[src/rtl/regdst_queue.sv]
// Selects one of NUM_IN destination indices and queues it in a DEPTH-entry write-back FIFO.
// Latency: a push is visible on dst_head one cycle later (no bypass); hazard flags are combinational.
// Backpressure: a push while full is dropped (ovf) unless a pop happens in the same cycle; a pop while empty is ignored (udf).
// Optional feature macro: HAZARD_CHECK_EN enables source-register hazard comparators.
module regdst_queue #(
  parameter int WIDTH  = 5,
  parameter int NUM_IN = 5,
  parameter int SEL_W  = 3,
  parameter int DEPTH  = 4
) (
  input  logic                      clk,
  input  logic                      reset,
  input  logic [NUM_IN*WIDTH-1:0]   data_in,
  input  logic [SEL_W-1:0]          sel,
  input  logic                      dst_load,
  input  logic                      wb_done,
  input  logic                      flush,
  input  logic [WIDTH-1:0]          rs_addr,
  input  logic [WIDTH-1:0]          rt_addr,
  output logic [WIDTH-1:0]          dst_head,
  output logic                      head_valid,
  output logic                      full,
  output logic                      empty,
  output logic [$clog2(DEPTH):0]    count,
  output logic                      sel_err,
  output logic                      ovf,
  output logic                      udf,
  output logic                      hazard_rs,
  output logic                      hazard_rt
);

  localparam int PW = $clog2(DEPTH);
  localparam int CW = PW + 1;
  localparam logic [SEL_W:0] NUM_IN_L = NUM_IN[SEL_W:0];
  localparam logic [CW-1:0]  DEPTH_L  = DEPTH[CW-1:0];

  logic [WIDTH-1:0] mem_q [DEPTH];
  logic [PW-1:0]    wr_ptr_q, wr_ptr_d;
  logic [PW-1:0]    rd_ptr_q, rd_ptr_d;
  logic [CW-1:0]    count_q, count_d;
  logic             sel_err_q, sel_err_d;
  logic             ovf_q, ovf_d;
  logic             udf_q, udf_d;

  logic             sel_ok;
  logic [WIDTH-1:0] sel_dat;
  logic             full_w, empty_w;
  logic             push, pop;

  assign sel_ok  = ({1'b0, sel} < NUM_IN_L);
  assign full_w  = (count_q == DEPTH_L);
  assign empty_w = (count_q == '0);

  // A flush cycle neither pushes nor pops, and a pop on an empty queue is never honoured.
  assign push = !flush && dst_load && (!full_w || wb_done);
  assign pop  = !flush && wb_done && !empty_w;

  // Candidate mux; out-of-range selects yield index 0.
  always_comb begin
    sel_dat = '0;
    for (int i = 0; i < NUM_IN; i++) begin
      if (sel == i[SEL_W-1:0]) sel_dat = data_in[i*WIDTH +: WIDTH];
    end
  end

  // Next-state for pointers, occupancy and sticky error flags.
  always_comb begin
    wr_ptr_d  = wr_ptr_q;
    rd_ptr_d  = rd_ptr_q;
    count_d   = count_q;
    sel_err_d = sel_err_q | (push && !sel_ok);
    ovf_d     = ovf_q | (!flush && dst_load && full_w && !wb_done);
    udf_d     = udf_q | (!flush && wb_done && empty_w);
    if (flush) begin
      wr_ptr_d = '0;
      rd_ptr_d = '0;
      count_d  = '0;
    end else begin
      if (push) wr_ptr_d = wr_ptr_q + 1'b1;
      if (pop)  rd_ptr_d = rd_ptr_q + 1'b1;
      case ({push, pop})
        2'b10:   count_d = count_q + 1'b1;
        2'b01:   count_d = count_q - 1'b1;
        default: count_d = count_q;
      endcase
    end
  end

  // Control state register with asynchronous clear.
  always_ff @(posedge clk or posedge reset) begin
    if (reset) begin
      wr_ptr_q  <= '0;
      rd_ptr_q  <= '0;
      count_q   <= '0;
      sel_err_q <= 1'b0;
      ovf_q     <= 1'b0;
      udf_q     <= 1'b0;
    end else begin
      wr_ptr_q  <= wr_ptr_d;
      rd_ptr_q  <= rd_ptr_d;
      count_q   <= count_d;
      sel_err_q <= sel_err_d;
      ovf_q     <= ovf_d;
      udf_q     <= udf_d;
    end
  end

  // Storage needs no reset: slots are only read while counted as occupied.
  always_ff @(posedge clk) begin
    if (push) mem_q[wr_ptr_q] <= sel_dat;
  end

  assign dst_head   = empty_w ? '0 : mem_q[rd_ptr_q];
  assign head_valid = !empty_w;
  assign full       = full_w;
  assign empty      = empty_w;
  assign count      = count_q;
  assign sel_err    = sel_err_q;
  assign ovf        = ovf_q;
  assign udf        = udf_q;

`ifdef HAZARD_CHECK_EN
  logic          hz_rs, hz_rt;
  logic [PW-1:0] slot;

  // Compare sources against occupied slots only, walking from the head; $zero never matches.
  always_comb begin
    hz_rs = 1'b0;
    hz_rt = 1'b0;
    slot  = '0;
    for (int k = 0; k < DEPTH; k++) begin
      slot = rd_ptr_q + k[PW-1:0];
      if (k[CW-1:0] < count_q) begin
        if ((rs_addr != '0) && (mem_q[slot] == rs_addr)) hz_rs = 1'b1;
        if ((rt_addr != '0) && (mem_q[slot] == rt_addr)) hz_rt = 1'b1;
      end
    end
  end

  assign hazard_rs = hz_rs;
  assign hazard_rt = hz_rt;
`else
  logic unused_src;
  assign unused_src = ^{rs_addr, rt_addr};
  assign hazard_rs  = 1'b0;
  assign hazard_rt  = 1'b0;
`endif

endmodule

[config.mk]
export PLATFORM = sky130hd
export DESIGN_NAME = regdst_queue
export DESIGN_NICKNAME = d
export VERILOG_FILES = /design/src/rtl/regdst_queue.sv
export SDC_FILE = /design/constraint.sdc
export NUM_CORES = 1
export LEC_CHECK = 0
export ABC_AREA = 0
export BUFFER_PORTS_ARGS = -buffer_cell sky130_fd_sc_hd__buf_2
export CAP_MARGIN = 20
export CORE_MARGIN = 4
export CORE_UTILIZATION = 38
export CTS_CLUSTER_DIAMETER = 150
export CTS_CLUSTER_SIZE = 25
export DETAILED_ROUTE_END_ITERATION = 7
export GPL_TIMING_DRIVEN = 0
export PLACE_DENSITY = 0.72
export SYNTH_ARGS = -nofsm -noshare
export SYNTH_HDL_FRONTEND = slang
export SYNTH_SLANG_ARGS = --single-unit
export TNS_END_PERCENT = 50
[constraint.sdc]
create_clock -name clk -period 4.6 [get_ports clk]
set_input_delay 0.46 -clock clk [delete_from_list [all_inputs] [get_ports clk]]
set_output_delay 0.46 -clock clk [all_outputs]
set_load 0.005 [all_outputs]
==> metrics, run 1 <==
status=completed; RSZ-0062 raised after global routing=no; synth warn=0; post-DP HPWL=2521 microns; P_leak=0.8640 nW; post-synth top area cell=edfxtp_1; via count of the first global-routing pass=1150; hold_buf cts=0; CP Class=flip-flop to output pin; placed cell count=222; Pins Over Slew Limit=0; vias=1133; Synth Flop Type=edfxtp_1; Hold Crit Class=input port to asynchronous set/reset pin; Layout Nets=227; VDD IR-drop max=103.9 uV; CP top delay family=simple AND/OR/NAND/NOR gates; final hold violations=0; core area=4115 sq um; Slew headroom=47.37%; CTS resizes=0; worst reg2reg path depth=6; Synth cell types=37; first-pass GRT wire length=5464 microns; Num CTS Buffers=5; critical path cell sequence=clkbuf_2 > nor3_1 > and2b_1 > buf_2; TNS Setup=0 ns; largest net degree at the start of global routing=11; Total Routed Length=3172 microns; CTS max path bufs=2; Clock Pin Slew Worst Setup and Hold Paths=0.06 ns; Initial Utilization=40.35%; WL met2=1486 microns; Critical Path Stages=4; Cell Rows=23; I/O pin count=59; Die Ht=74.10 microns; power density over the cells=336.9 nW/um^2; Largest stage delay, worst path=0.62 ns; Final ANT Viol Nets=0; Iter 0 DRT Violations=101; flops & latches, synth=30; Chip Width=74.10 microns; CP Data Required Time=4.14 ns; Reg power frac=47.6%; Period minus WS final=2.324 ns; main area contributors after synthesis=edfxtp_1 (36%), dfrtp_1 (15%), mux4_2 (14%); Worst-Margin Slew=0.7834 ns; Layout Cells excl Fill=230; Residual DRC=0; # clock sinks=30; leading cell type in the layout, fill and taps excluded=buf_2; Post-synth EDFFs=20; RD Place Congestion=0.8033; post-synthesis sequential area ratio=51.24%; Layout area overhead=21.48%; Tcrit/Tclk final=50.53%; Critical Path Fanout Max=8; Async SR Flop Fraction=33.33%; combinational share of power=23.9%; Avg Vias per Cell=4.926; Root Driver=clkbuf_8; sw frac=27.19%; Critical Path Source Type=flip-flop; IO buf count=42; Syn Area/Cell=12.87 sq um; DR top layer=met4; latest clock arrival within the worst-skew pair=0.28 ns; buffer and inverter count on the worst path=2; initial antenna violation count=0; clk_skew=0.005793 ns; diode count=0; GRT Total Usage=13.26%; Max Cap Violations=0; Clk pwr share=28.5%; Crit. End Element=output pin; Syn Inst Count=129; fraction of layout cells with a size suffix above 1=40.56%; DRT met1 WL=1396 microns; top-area cell type share of the netlist area=36.17%; full die area=5491 sq um; metal3 WL=226 microns; most frequent cells in the layout=buf_2 (46), edfxtp_1 (20), inv_1 (14); # setup viols final=0; synthesized area=1660 sq um; htree depth=2; Worst EP arrival=1.86 ns; FMAX=0.4302 GHz; WL/cell=13.79 microns; grt ovf=0; Detailed Routing Iterations Pass 1=4; NetSw=0.1847 mW; TritonCTS clock tree=built; Worst path slowest cell=nor3_1; buffer count from post-CTS setup fixing=0; internal power=0.4947 mW
==> per-stage QoR <==
stage	hold WS, ns	utilization [%]	setup slack [ns]	cell area [sq um]	total power, mW
finish	0.1527	49.01	2.276	2017	0.6794
CTS	0.1655	49.01	2.221	2017	0.6893
global placement	0.4470	47.07	2.415	1937	0.4896
detailed placement	0.4573	47.07	2.387	1937	0.4944
floorplan	0.3002	-	2.516	1664	0.4368
global route	0.2020	49.01	2.030	2017	0.7269
==> per-layer routing <==
metal  GRT usage (%)  vias to the layer above
met5               0                        -
met4           5.433                        0
met3           4.459                        7
met2           20.18                       35
met1           17.47                      530
li1                -                      561
==> cell type report <==
type	count	area, sq um
timing repair buffer	42	210.2
multi-input combinational	75	698.2
fill	370	2098
clock inverter	3	11.26
buffer	11	62.56
tap	50	62.56
sequential	30	850.8
clock buffer	5	68.82
inverter	14	52.55
==> cells in the mapped netlist (3+ instances only) <==
library cell / instances
o21ai_0: 6
xor2_1: 3
dfrtp_1: 10
mux4_2: 10
nand2_1: 3
inv_1: 14
nor2b_1: 4
buf_2: 4
edfxtp_1: 20
nor2_1: 4
a31o_2: 3
and2_1: 5
ha_1: 4
and2b_1: 3
nand3_1: 7
clkbuf_1: 3
==> sequential cells by signal, summed over array words and instances, names as in the netlist <==
| register | cells |
|---|---|
| mem_q | 20 |
| count | 3 |
| rd_ptr_q | 2 |
| udf | 1 |
| wr_ptr_q | 2 |
| ovf | 1 |
| sel_err | 1 |
==> logic make-up after synthesis <==
logic type	after synthesis	synth area share (%)
other	1	0.2259
and+or+nand+nor	33	11.00
AOI/OAI and AO/OA	18	8.517
muxes	13	15.75
adders and majority gates	5	4.220
buffers and inverters	25	6.932
DFF	30	51.24
xor gates and xnor gates	4	2.110
==> power by group through the flow <==
stage / registers, mW / clock network [mW] / logic, mW
after detailed placement: 0.329 / 0 / 0.165
after CTS: 0.323 / 0.200 / 0.166
final: 0.323 / 0.194 / 0.163
after global placement: 0.328 / 0 / 0.162
after global routing: 0.327 / 0.213 / 0.187
after floorplan: 0.328 / 0 / 0.109
==> path summary, 6_finish.rpt <==
path	start	end	slack, ns
max in group asynchronous	reset	count[0]	4.17
min in group clk	sel[2]	sel_err	0.43
setup reg to reg	count[0]	count[2]	2.37
hold / removal	reset	udf	0.15
hold reg to reg	ovf	ovf	0.47
setup / recovery	count[0]	dst_head[1]	2.28
(Power assumes the default switching activity.)
==> run 2: changes to the inputs <==
PLACE_DENSITY = 0.74   (was 0.72)
clock period = 2 ns   (was 4.6 ns; I/O delays follow)
==> run 2 against run 1 <==
Sequential cell count unchanged. Clock skew increased by 0.00093 ns. Largest cell class unchanged. Power increased by 140%. Critical path type is now flip-flop to flip-flop. Largest power group unchanged. Worst hold slack improved by 0.021 ns. Cell count increased by 2.6%.
==> metrics, run 2 (same netlist as run 1, synthesis figures left out) <==
Worst Hold Launch=sel[2]; CP Class=flip-flop to flip-flop; leading cell type in the layout, fill and taps excluded=buf_2; combinational share of power=26.0%; CTS max path bufs=2; Max Cap Violations=0; Crit. End Element=flip-flop; filler instances=342; Iter 0 DRT Violations=48; most frequent cells in the layout=buf_2 (46), edfxtp_1 (20), inv_1 (14); placed instance area=1944 sq um; R2R setup slack=0.005 ns; # setup viols final=0; worst reg2reg path depth=6; Root Driver=clkbuf_8; power density over the cells=763.3 nW/um^2; NetSw=0.4283 mW; VDD IR-drop max=265.7 uV; clk_skew=0.006727 ns; fraction of layout cells with a size suffix above 1=45.16%; post-DP HPWL=2454 microns; TNS Setup=0 ns; Worst Setup SP=count[0]; IO buf count=42; largest net degree at the start of global routing=11; WL/cell=13.83 microns; Layout Nets=234; Hold Crit Depth=2; RSZ-0062 raised after global routing=yes; Residual DRC=0; htree depth=2; GRT Total Usage=13.11%; # clock sinks=30; Critical Path Source Type=flip-flop; Avg Vias per Cell=4.886; I/O pin count=59; initial antenna violation count=0; Period minus WS final=1.995 ns; Die Ht=74.10 microns; most flop-heavy register=mem_q; internal power=1.176 mW; Initial Utilization=40.35%; Fin Hold WS=0.1734 ns; first-pass GRT wire length=5340 microns; post-layout util=51.08%; met2 Use GR=20.08%; core area=4115 sq um; number of flip-flops under the largest register name=20; full die area=5491 sq um; Clk pwr share=27.4%; Cell Rows=23; grt ovf=0; post-route cell area=2102 sq um; Layout area overhead=26.60%; sw frac=26.70%; final hold violations=0; P_leak=0.8966 nW; Hold Crit Class=input port to flip-flop; latest clock arrival within the worst-skew pair=0.28 ns; via count of the first global-routing pass=1158; Num CTS Buffers=5; Detailed Routing Iterations Pass 1=4; Worst EP arrival=2.20 ns; M1 GR Usage=16.62%; Pins Over Slew Limit=0; Final ANT Viol Nets=0; met3 Track Usage GR=4.730%; Critical Path Fanout Max=4; Clock Pin Slew Worst Setup and Hold Paths=0.06 ns; diode count=0; Worst R2R Start=count[0]; Reg power frac=46.6%; Tcrit/Tclk final=99.77%; status=completed; Total Routed Length=3263 microns; total power=1.604 mW; TritonCTS clock tree=built; RD Place Congestion=0.7293; GR peak layer=met2; CP Data Required Time=2.20 ns; FMAX=0.5011 GHz; Chip Width=74.10 microns; vias=1153
-- run 2: layer usage --
layer	up-vias	part of all wire (%)
met2	39	50
met1	538	42
met4	0	1.2
met5	-	0
li1	572	-
met3	4	7.7
-- run 2: through the flow --
step | worst slack [ns] | cells
final | 0.004553 | 236
after global routing | -0.05035 | 236
after CTS | -0.04412 | 230
after detailed placement | -0.07932 | 222
after global placement | -0.07535 | 222
after floorplan | 0.03018 | 130
-- run 2: worst paths after layout --
check / end
worst max-delay path: count[2]
worst min-delay path: sel_err
worst max register to register: count[2]
worst min register to register: udf
max in group asynchronous: count[1]
min in group asynchronous: rd_ptr_q[1]
-- run 2: worst max-delay path, stage by stage, from the launching register on --
cell	delay (ns)
dfrtp_1	0.42
buf_6	0.15
o31ai_4	0.27
nor3_2	0.09
fa_2	0.41
or4_1	0.41
a31oi_1	0.18
-- run 2: power by group through the flow --
stage	clock network [mW]	registers, mW	logic, mW
after CTS	0.453	0.747	0.392
final	0.440	0.748	0.417
after detailed placement	0	0.757	0.381
after global placement	0	0.755	0.375
after global routing	0.489	0.753	0.465
after floorplan	0	0.754	0.255
-- run 2: cell type report --
cell class / count / area, sq um / area share (%)
Tap cell: 50 / 62.56 / 2.976
Clock buffer: 7 / 76.32 / 3.631
Sequential cell: 30 / 852.1 / 40.54
Multi-Input combinational cell: 75 / 724.4 / 34.46
Inverter: 14 / 52.55 / 2.500
Buffer: 11 / 68.82 / 3.274
Timing Repair Buffer: 49 / 265.3 / 12.62
-- run 2: repair_timing --
action	4_1_cts	5_1_grt
hold buffers	1	0
endpoints found under the hold margin	10	0
endpoints found under the setup margin	5	1
gates resized for setup	3	4
pin swaps	0	5
setup buffers	0	6
==> run 3: changes to the inputs <==
==> constraint.sdc (replaced) <==
create_clock -name clk -period 2 [get_ports clk]
set_input_delay 0.4 -clock clk [delete_from_list [all_inputs] [get_ports clk]]
set_output_delay 0.4 -clock clk [all_outputs]
set_load 0.005 [all_outputs]
==> run 3 against run 2 <==
Non-clock buffer count up 1. Count of clock-buffer cells in the layout unchanged. Power up 2.4%. Clock skew up 0.00059 ns. Worst setup slack better by 0.074 ns. Maximum frequency up 3.8%. Global-route usage down 0.11 points. Cell count up 0.42%. First-iteration DRC count unchanged. Sequential power up 0.5%. Via count up 0.61%. Combinational power up 8.9%. Largest cell class unchanged. Highest routed layer unchanged.
==> metrics, run 3 (same netlist as run 1, synthesis figures left out) <==
Layout Nets=235; hold_buf cts=0; Critical Path Fanout Max=8; Fin Hold WS=0.09453 ns; CTS max path bufs=2; RSZ-0062 raised after global routing=no; grt ovf=0; Worst EP arrival=2.12 ns; via count of the first global-routing pass=1132; vias=1160; IO buf count=42; Tcrit/Tclk final=96.07%; Layout area overhead=28.11%; WL/cell=13.32 microns; I/O pin count=59; post-route cell area=2127 sq um; Crit. End Element=flip-flop; Period minus WS final=1.921 ns; first-pass GRT wire length=5285 microns; Die Ht=74.10 microns; htree depth=2; latest clock arrival within the worst-skew pair=0.28 ns; full die area=5491 sq um; Clock Pin Slew Worst Setup and Hold Paths=0.06 ns; Critical Path Source Type=flip-flop; fraction of layout cells with a size suffix above 1=46.52%; CP Class=flip-flop to flip-flop; placed cell count=222; diode count=0; Root Driver=clkbuf_8; Final ANT Viol Nets=0; total power=1.642 mW; Pins Over Slew Limit=0; Iter 0 DRT Violations=48; P_leak=0.9099 nW; TritonCTS clock tree=built; Num CTS Buffers=5; initial antenna violation count=0; CP Data Required Time=2.20 ns; RD Place Congestion=0.7293; status=completed; Chip Width=74.10 microns; TNS Setup=0 ns; Initial Utilization=40.35%; dpl ws=-0.07932 ns; clk_skew=0.007321 ns; most frequent cells in the layout=buf_2 (45), edfxtp_1 (20), inv_1 (14); filler instances=340; number of flip-flops under the largest register name=20; # clock sinks=30; power density over the cells=772.0 nW/um^2; Residual DRC=0; largest net degree at the start of global routing=11; Total Routed Length=3156 microns; # setup viols final=0; VDD IR-drop max=249.3 uV; most flop-heavy register=mem_q; leading cell type in the layout, fill and taps excluded=buf_2; Max Cap Violations=0; placed instance area=1944 sq um; Avg Vias per Cell=4.895; post-DP HPWL=2454 microns; Cell Rows=23; Layout Cells excl Fill=237; FMAX=0.5204 GHz; Hold Crit Class=input port to asynchronous set/reset pin; Final WS setup=0.07853 ns; Detailed Routing Iterations Pass 1=4; final hold violations=0; core area=4115 sq um; GRT Total Usage=13.00%; post-layout util=51.69%
run 3: area by class of cell:
| cell class | count | area [sq um] | share of cell area, % |
|---|---|---|---|
| inverter | 14 | 52.55 | 2.471 |
| clock buffer | 7 | 76.32 | 3.588 |
| multi-input combinational | 75 | 730.7 | 34.35 |
| timing repair buffer | 51 | 277.8 | 13.06 |
| buffer | 10 | 75.07 | 3.529 |
| tap | 50 | 62.56 | 2.941 |
| sequential | 30 | 852.1 | 40.06 |
run 3: worst paths after layout:
| check | start | endpoint | slack, ns | cells past startpoint |
|---|---|---|---|---|
| worst min-delay path | reset | wr_ptr_q[0] | 0.09 | 2 |
| worst min register to register | ovf | ovf | 0.46 | 1 |
| min in group clk | sel[2] | sel_err | 0.38 | 2 |
| max in group asynchronous | reset | count[1] | 1.60 | 2 |
| worst max-delay path | count[0] | count[2] | 0.08 | 6 |
| worst max register to register | count[0] | count[2] | 0.08 | 6 |
run 3: worst max-delay path, stage by stage, from the launching register on:
cell and delay (ns):
dfrtp_1 0.42, buf_8 0.16, o31ai_4 0.26, nor3_2 0.07, fa_2 0.35, or4_1 0.41, a31oi_1 0.18
run 3: timing repair:
action | 4_1_cts | 5_1_grt
endpoints found under the setup margin | 8 | 6
pin swaps | 1 | 5
resized for setup | 8 | 2
endpoints found under the hold margin | 0 | 0
gates cloned | 0 | 0
buffers inserted | 1 | 9
run 3: routing by layer:
metal	wire length, microns	part of all wire, %	global-route usage [%]	up-vias
li1	-	-	-	579
met3	235	7.4	4.730	4
met4	35	1.1	6.036	0
met2	1537	49	19.39	37
met1	1347	43	16.90	540
met5	0	0	0	-
run 3: power by group:
part           total, mW  switching, mW  internal [mW]
logic              0.454          0.198          0.256
clock network      0.436          0.198          0.238
registers          0.752         0.0350          0.717
